## src/rtl/ff_pipe_pkg.sv

```systemverilog
// Shared constants and types for the ff_pipe elastic register pipeline.
// Optional occupancy counter is enabled with FF_PIPE_OCC_EN.
package ff_pipe_pkg;

  localparam int DEFAULT_WIDTH = 8;
  localparam int DEFAULT_DEPTH = 4;

  // Width of the occupancy count, which must be able to hold the value DEPTH.
  function automatic int occ_width(input int depth);
    return $clog2(depth + 1);
  endfunction

  typedef struct packed {
    logic                     valid;
    logic [DEFAULT_WIDTH-1:0] data;
  } ff_pipe_stage_t;

endpackage

```

## src/rtl/ff_pipe_if.sv

```systemverilog
// Handshake bundle between ff_pipe and its producer/consumer.
// The occ signal exists only when FF_PIPE_OCC_EN is defined.
interface ff_pipe_ifc
  import ff_pipe_pkg::*;
#(
  parameter int WIDTH = DEFAULT_WIDTH,
  parameter int DEPTH = DEFAULT_DEPTH
) (
  input logic clk
);

  logic             flush;
  logic             in_valid;
  logic             in_ready;
  logic [WIDTH-1:0] in_data;
  logic             out_valid;
  logic             out_ready;
  logic [WIDTH-1:0] out_data;
`ifdef FF_PIPE_OCC_EN
  logic [occ_width(DEPTH)-1:0] occ;
`endif

  modport dut (
    input  flush, in_valid, in_data, out_ready,
`ifdef FF_PIPE_OCC_EN
    output occ,
`endif
    output in_ready, out_valid, out_data
  );

  modport bench (
    input  clk,
`ifdef FF_PIPE_OCC_EN
    input  occ,
`endif
    input  in_ready, out_valid, out_data,
    output flush, in_valid, in_data, out_ready
  );

endinterface

```

## src/rtl/ff_pipe_stage.sv

```systemverilog
// One pipeline slot: valid flag plus payload register with a load enable.
// Only the valid flag is reset; payload in an empty slot is don't-care.
module ff_pipe_stage
  import ff_pipe_pkg::*;
#(
  parameter int WIDTH = DEFAULT_WIDTH
) (
  input  logic             clk,
  input  logic             rst_n,
  input  logic             flush,
  input  logic             load,
  input  logic             up_valid,
  input  logic [WIDTH-1:0] up_data,
  output logic             valid,
  output logic [WIDTH-1:0] data
);

  logic             valid_q, valid_d;
  logic [WIDTH-1:0] data_q, data_d;

  always_comb begin
    valid_d = valid_q;
    data_d  = data_q;
    if (load) begin
      valid_d = up_valid;
      data_d  = up_data;
    end
    if (flush) valid_d = 1'b0;
  end

  always_ff @(posedge clk) begin
    if (!rst_n) valid_q <= 1'b0;
    else        valid_q <= valid_d;
  end

  always_ff @(posedge clk) begin
    data_q <= data_d;
  end

  assign valid = valid_q;
  assign data  = data_q;

endmodule

```

## src/rtl/ff_pipe.sv

```systemverilog
// Elastic DEPTH-stage register pipeline with valid/ready on both sides,
// bubble collapsing and synchronous flush; FF_PIPE_OCC_EN adds an occupancy count.
module ff_pipe
  import ff_pipe_pkg::*;
#(
  parameter int WIDTH = DEFAULT_WIDTH,
  parameter int DEPTH = DEFAULT_DEPTH
) (
  input logic   clk,
  input logic   rst_n,
  ff_pipe_ifc.dut bus
);

  logic [DEPTH-1:0] v;
  logic [DEPTH-1:0] adv;
  logic [DEPTH-1:0] load;
  logic [WIDTH-1:0] d [DEPTH];
  logic             in_ready;
  logic             in_acc;

  // Ready ripples from the consumer back to the producer: a slot can take
  // new data when it is empty or its current word moves on this cycle.
  always_comb begin : ready_chain
    logic ready_down;
    ready_down = bus.out_ready;
    adv        = '0;
    load       = '0;
    for (int k = DEPTH - 1; k >= 0; k--) begin
      adv[k]     = v[k] & ready_down;
      load[k]    = ~v[k] | adv[k];
      ready_down = load[k];
    end
    in_ready = load[0] & ~bus.flush;
  end

  assign in_acc = bus.in_valid & in_ready;

  for (genvar k = 0; k < DEPTH; k++) begin : g_stage
    logic             up_valid;
    logic [WIDTH-1:0] up_data;

    if (k == 0) begin : g_head
      assign up_valid = in_acc;
      assign up_data  = bus.in_data;
    end else begin : g_body
      assign up_valid = v[k-1];
      assign up_data  = d[k-1];
    end

    ff_pipe_stage #(.WIDTH(WIDTH)) u_stage (
      .clk      (clk),
      .rst_n    (rst_n),
      .flush    (bus.flush),
      .load     (load[k]),
      .up_valid (up_valid),
      .up_data  (up_data),
      .valid    (v[k]),
      .data     (d[k])
    );
  end

  assign bus.in_ready  = in_ready;
  assign bus.out_valid = v[DEPTH-1];
  assign bus.out_data  = d[DEPTH-1];

`ifdef FF_PIPE_OCC_EN
  localparam int OCC_W = occ_width(DEPTH);

  logic [OCC_W-1:0] occ_q, occ_d;
  logic             out_del;

  assign out_del = v[DEPTH-1] & bus.out_ready;

  always_comb begin
    occ_d = occ_q + OCC_W'(in_acc) - OCC_W'(out_del);
    if (bus.flush) occ_d = '0;
  end

  always_ff @(posedge clk) begin
    if (!rst_n) occ_q <= '0;
    else        occ_q <= occ_d;
  end

  assign bus.occ = occ_q;
`endif

endmodule

```

## src/flat_wrapper.sv

```systemverilog
// flat-port wrapper written by rule: the top's interface ports become plain ports
module ff_pipe_flat import ff_pipe_pkg::*;
#(
  parameter int WIDTH = DEFAULT_WIDTH,
  parameter int DEPTH = DEFAULT_DEPTH
)
  (clk, rst_n, bus_flush, bus_in_valid, bus_in_data, bus_out_ready, bus_in_ready, bus_out_valid, bus_out_data);
  ff_pipe_ifc #(.WIDTH(WIDTH), .DEPTH(DEPTH)) bus_i (.clk(clk));
  input logic clk;
  input logic rst_n;
  input wire logic [$bits(bus_i.flush)-1:0] bus_flush;
  input wire logic [$bits(bus_i.in_valid)-1:0] bus_in_valid;
  input wire logic [$bits(bus_i.in_data)-1:0] bus_in_data;
  input wire logic [$bits(bus_i.out_ready)-1:0] bus_out_ready;
  output wire logic [$bits(bus_i.in_ready)-1:0] bus_in_ready;
  output wire logic [$bits(bus_i.out_valid)-1:0] bus_out_valid;
  output wire logic [$bits(bus_i.out_data)-1:0] bus_out_data;
  assign bus_i.flush = bus_flush;
  assign bus_i.in_valid = bus_in_valid;
  assign bus_i.in_data = bus_in_data;
  assign bus_i.out_ready = bus_out_ready;
  assign bus_in_ready = bus_i.in_ready;
  assign bus_out_valid = bus_i.out_valid;
  assign bus_out_data = bus_i.out_data;
  ff_pipe #(.WIDTH(WIDTH), .DEPTH(DEPTH)) u_core (.clk(clk), .rst_n(rst_n), .bus(bus_i));
endmodule
```

## config.mk

```make
export PLATFORM = sky130hd
export DESIGN_NAME = ff_pipe_flat
export DESIGN_NICKNAME = d
export VERILOG_FILES = /design/src/rtl/ff_pipe_pkg.sv /design/src/rtl/ff_pipe_if.sv /design/src/rtl/ff_pipe_stage.sv /design/src/rtl/ff_pipe.sv /design/src/flat_wrapper.sv
export SDC_FILE = /design/constraint.sdc
export NUM_CORES = 1
export LEC_CHECK = 0
export ABC_CLOCK_PERIOD_IN_PS = 1600
export BUFFER_PORTS_ARGS = -buffer_cell sky130_fd_sc_hd__buf_4
export CELL_PAD_IN_SITES_DETAIL_PLACEMENT = 1
export CELL_PAD_IN_SITES_GLOBAL_PLACEMENT = 2
export CORE_MARGIN = 1
export CORE_UTILIZATION = 41
export CTS_BUF_LIST = sky130_fd_sc_hd__clkbuf_8
export CTS_CLUSTER_DIAMETER = 100
export DETAILED_ROUTE_END_ITERATION = 12
export PLACE_DENSITY_LB_ADDON = 0.1
export SLEW_MARGIN = 20
export SYNTH_ARGS = -nofsm -noshare
export SYNTH_HDL_FRONTEND = slang
export SYNTH_SLANG_ARGS = --single-unit
```

## constraint.sdc

```tcl
create_clock -name clk -period 1.6 [get_ports clk]
set_clock_uncertainty 0.05 [all_clocks]
set_input_delay 0.32 -clock clk [delete_from_list [all_inputs] [get_ports clk]]
set_output_delay 0.32 -clock clk [all_outputs]
set_load 0.02 [all_outputs]
```

==> results of run 1 <==
## power breakdown
group	switching [uW]	internal [uW]
logic	27.8	36.6
registers	12.4	1070
clock network	274	453
## worst max path at each step
stage | depth (start not counted) | slack, ps | startpoint | end
after floorplan | 2 | 210 | u_core.g_stage[3].u_stage.valid | bus_in_ready
after global placement | 3 | 230 | bus_out_ready | u_core.g_stage[0].u_stage.data[0]
after detailed placement | 3 | 190 | bus_out_ready | u_core.g_stage[0].u_stage.data[5]
after CTS | 3 | 50 | u_core.g_stage[3].u_stage.valid | bus_in_ready
after global routing | 3 | 6 | u_core.g_stage[3].u_stage.valid | bus_in_ready
final | 3 | 100 | u_core.g_stage[3].u_stage.valid | bus_in_ready
## kinds of logic (layout without fill, tap and decap cells)
group,count (synthesis),after routing
AOI/OAI and AO/OA,5,5
buffers and inverters,4,35
DFF,36,36
and+or+nand+nor,6,6
## metrics by stage
step | std cells | worst slack [ps] | hold slack (ps) | total power (uW) | util, %
4_1_cts | 112 | 48.8 | 162 | 1900 | 57.1
3_3_place_gp | 104 | 230 | 350 | 1160 | 52.9
6_report | 112 | 95.5 | 172 | 1870 | 57.1
3_5_place_dp | 104 | 187 | 355 | 1160 | 52.9
2_1_floorplan | 51 | 213 | 350 | 1120 | -
5_1_grt | 112 | 6.02 | 156 | 1940 | 57.1
## registers in the layout (all words and copies together) (netlist names)
signal and cells:
u_core.g_stage.u_stage.data 32, u_core.g_stage.u_stage.valid 4
## critical path, stage by stage (launching register included)
cell	delay, ps
dfxtp_1	330
and3b_2	230
a31oi_1	130
buf_4	160
## placed cells by master, fill, tap and decap left out, types with 2 or more instances in the layout
cell / instances
inv_1: 3
clkbuf_8: 5
a21oi_1: 3
edfxtp_1: 32
buf_4: 23
dfxtp_1: 4
clkinv_1: 2
nand2b_1: 2
## area by class of cell
type | count | area [um^2] | share of cell area [%]
Clock buffer | 5 | 68.8 | 4.73
Clock inverter | 3 | 37.5 | 2.58
Sequential cell | 36 | 1040 | 71.6
Tap cell | 30 | 37.5 | 2.58
Timing Repair Buffer | 23 | 173 | 11.9
Multi-Input combinational cell | 11 | 81.3 | 5.59
Inverter | 4 | 15.0 | 1.03
## metal layers
layer | wire (um) | global-route usage, % | part of all wire, % | vias to the layer above
met1 | 563 | 12.2 | 40 | 243
met3 | 100 | 5.83 | 7.1 | 0
met4 | 0 | 6.41 | 0 | 0
met2 | 753 | 19.5 | 53 | 21
met5 | 0 | 0 | 0 | -
li1 | - | - | - | 255
## synth_stat cells, drive strengths merged
master,n
inv,4
dfxtp,4
a21oi,3
nand2b,2
o41ai,1
nand3b,1
a31oi,1
nand4b,1
edfxtp,32
nand3,1
and3b,1
==> summary.txt, run 1 <==
Initial drt markers -> 5
Share of cells above drive strength 1 -> 39.0%
CTS clk-pin slew, worst paths -> 60 ps
First-pass GRT wire length -> 2250 um
Root Buffer -> clkbuf_8
Largest net degree at the start of global routing -> 12
CTS HTree Levels -> 2
Relative slew slack -> 73.1%
# setup viols final -> 0
Max cap viols -> 0
I/O pin cnt -> 23
Reg2reg start -> u_core.g_stage[3].u_stage.valid
Min-delay src -> bus_in_data[4]
Fin crit period -> 1500 ps
Clock sink total -> 36
Final WL -> 1420 um
Final Cell Area -> 1450 um^2
Cts-stage hold buffer count -> 0
Critical Path AT -> 1130 ps
Fmax -> 665 MHz
# resized after CTS -> 0
Critical path peak fanout -> 4
Final Cycle Share -> 94.0%
Mux contribution to synthesized area -> 0%
Via count -> 519
CTS buffer count -> 5
Max Buffers Root-to-Sink -> 2
# DRC -> 0
Critical Path RT -> 1230 ps
Antenna violations before repair -> 0
Setup TNS -> 0 ps
Mapped Area -> 1140 um^2
CTS tree -> done
Largest family of logic cells by synthesized area -> simple AND/OR/NAND/NOR gates
Share of the synthesized area in the top cell type -> 84.5%
Worst Tran Pin Value -> 403 ps
Clk_lat worst skew -> 270 ps
Critical path launch point type -> flip-flop
Core Region -> 2540 um^2
Net Count, Synth -> 64
Synth top area cells -> edfxtp_1 84%, dfxtp_1 7.0%, o41ai_2 1.4%
RSZ-0062 raised after global routing -> false
Min-Delay Endpoint -> u_core.g_stage[0].u_stage.data[4]
Net count reported at finish -> 94
Vias per cell -> 4.63
Syn Inst Count -> 51
Drt first pass iters -> 3
R2R depth -> 2
Total grt overflow -> 0
Post-CTS Setup Bufs -> 0
DIE HEIGHT -> 54.7 um
YS warnings -> 0
Row cnt -> 18
Pins Over Slew Limit -> 0
Status -> finished, final reports clean
CP Capture Type -> primary output
Compound-cell area share of the yosys netlist -> 3.30%
Crit path kind -> flip-flop to primary output
Final hold violation count -> 0
RR Endpoint -> u_core.g_stage[0].u_stage.data[5]
Port-buffer cells -> 22
Synth cell types -> 12
Vias in the first global route -> 524
Post-DP HPWL -> 1040 um
DRT antenna net count -> 0
Yosys top cell by area -> edfxtp_1
Fill cells -> 249
Hold/Removal Path Class -> primary input to flip-flop
Overall fraction of global-route tracks in use -> 11.8%
GPL Wtd Cong -> 0.716
Synth Area in Simple Gates -> 3.85%
R2R Setup Slk -> 300 ps
Register area share after synthesis -> 91.5%
Die area -> 2990 um^2
Syn_area_per_cell -> 22.3 um^2
Area share of fa/ha/maj cells after synthesis -> 0%
Initial core utilization -> 44.7%
Layout area overhead -> 27.8%
Pwr/cell area -> 1290 nW/um^2
WL/cell -> 12.7 um
Die Wd -> 54.7 um
Peak VDD IR -> 0.867 mV
Leak Pwr -> 0.000561 uW
Ant diodes -> 0
XOR/XNOR Fraction of Synth Area -> 0%
Placed Area -> 1350 um^2
#FFs+latches synth -> 36
WHS Path Cells -> 1
(Power assumes the default switching activity.)
==> run 2, diff against run 1 <==
RECOVER_POWER = 100   (was default)
SKIP_CTS_REPAIR_TIMING = 1   (was default)
TNS_END_PERCENT = 50   (was default)
==> run 2 against run 1 <==
Sequential power barely moved. Combinational power fell by 17%. Sequential share of layout area rose by 2.3 points. Register-to-register slack barely moved. Critical path type unchanged.
==> summary.txt, run 2 (same netlist as run 1, synthesis figures left out) <==
Status -> finished, final reports clean
WL/cell -> 12.7 um
Relative slew slack -> 69.6%
Total grt overflow -> 0
GPL Wtd Cong -> 0.716
Clock sink total -> 36
Overall fraction of global-route tracks in use -> 11.8%
Final Instance Count excl. Fillers -> 112
Final WL -> 1420 um
Layout area overhead -> 23.9%
Initial core utilization -> 44.7%
Die Wd -> 54.7 um
Drt first pass iters -> 3
Critical path peak fanout -> 4
First-pass GRT wire length -> 2250 um
Max cap viols -> 0
Worst Tran Pin Value -> 456 ps
Setup TNS -> 0 ps
CTS clk-pin slew, worst paths -> 60 ps
CTS HTree Levels -> 2
Min-Delay Endpoint -> u_core.g_stage[0].u_stage.data[4]
Worst slack, placed -> 187 ps
Critical path launch point type -> flip-flop
Critical Path RT -> 1230 ps
Commonest non-fill, non-tap cell in the layout -> edfxtp_1
Row cnt -> 18
Ant diodes -> 0
Share of cells above drive strength 1 -> 24.4%
Commonest cells after routing, fill and taps aside -> 32 x edfxtp_1, 10 x clkbuf_1, 8 x clkbuf_4
Reg2reg start -> u_core.g_stage[3].u_stage.valid
Clk_lat worst skew -> 270 ps
DIE HEIGHT -> 54.7 um
CTS buffer count -> 5
# DRC -> 0
Via count -> 518
Pwr/cell area -> 1320 nW/um^2
Largest register FFs -> 32
RR Endpoint -> u_core.g_stage[0].u_stage.data[5]
Antenna violations before repair -> 0
Final Cell Area -> 1410 um^2
Final Cycle Share -> 93.6%
Max Buffers Root-to-Sink -> 2
Leak Pwr -> 0.000518 uW
Largest net degree at the start of global routing -> 12
Vias in the first global route -> 524
Peak VDD IR -> 0.862 mV
Pins Over Slew Limit -> 0
# setup viols final -> 0
Fin crit period -> 1500 ps
Fmax -> 667 MHz
R2R depth -> 2
Critical Path AT -> 1130 ps
Placed Area -> 1350 um^2
Post-DP HPWL -> 1040 um
WHS Path Cells -> 1
DRT antenna net count -> 0
CTS tree -> done
Total power -> 1860 uW
Root Buffer -> clkbuf_8
Final hold violation count -> 0
I/O pin cnt -> 23
Core Region -> 2540 um^2
Min setup slack post-route -> 102 ps
Hold/Removal Path Class -> primary input to flip-flop
Min-delay src -> bus_in_data[4]
Vias per cell -> 4.63
Initial drt markers -> 4
R2R Setup Slk -> 310 ps
Port-buffer cells -> 22
Dpl cells -> 104
Net count reported at finish -> 94
Die area -> 2990 um^2
CP Capture Type -> primary output
RSZ-0062 raised after global routing -> false
Crit path kind -> flip-flop to primary output
run 2: cell types whose count changed in the layout (fill, tap and decap cells not counted), sizes merged:
cell | previous run | this run
clkbuf | 5 | 23
buf | 23 | 5
run 2: how the worst max path moves through the flow:
stage | startpoint | end | slack (ps) | cells past startpoint
finish | u_core.g_stage[3].u_stage.valid | bus_in_ready | 100 | 3
global route | u_core.g_stage[3].u_stage.valid | bus_in_ready | 10 | 3
CTS | u_core.g_stage[3].u_stage.valid | bus_in_ready | 50 | 3
detailed placement | bus_out_ready | u_core.g_stage[0].u_stage.data[5] | 190 | 3
global placement | bus_out_ready | u_core.g_stage[0].u_stage.data[0] | 230 | 3
floorplan | u_core.g_stage[3].u_stage.valid | bus_in_ready | 210 | 2
run 2: power breakdown:
part           switching (uW)  internal (uW)
clock network             274            453
logic                    27.3           26.3
registers                12.1           1070
run 2: final cells by class:
cell class | instances | area (um^2)
Clock inverter | 3 | 37.5
Inverter | 4 | 15.0
Tap cell | 30 | 37.5
Sequential cell | 36 | 1040
Multi-Input combinational cell | 11 | 73.8
Timing Repair Buffer | 23 | 135
Clock buffer | 5 | 68.8
Fill cell | 249 | 1140
run 2: metrics by stage:
stage | utilization [%] | hold slack, ps
2_1_floorplan | - | 350
3_3_place_gp | 52.9 | 350
3_5_place_dp | 52.9 | 355
4_1_cts | 57.1 | 162
5_1_grt | 55.4 | 179
6_report | 55.4 | 194
run 2: metal layers:
layer  vias up  GRT usage [%]  routed length [um]
li1        257              -                   -
met1       240           12.2                 568
met2        21           19.5                 737
met3         0           5.83                 115
met4         0           6.41                   0
met5         -              0                   0
run 2: worst max-delay path, cell delays in order, from the launching register on:
cell and delay [ps]:
dfxtp_1 340, and3b_2 230, a31oi_1 130, buf_4 160
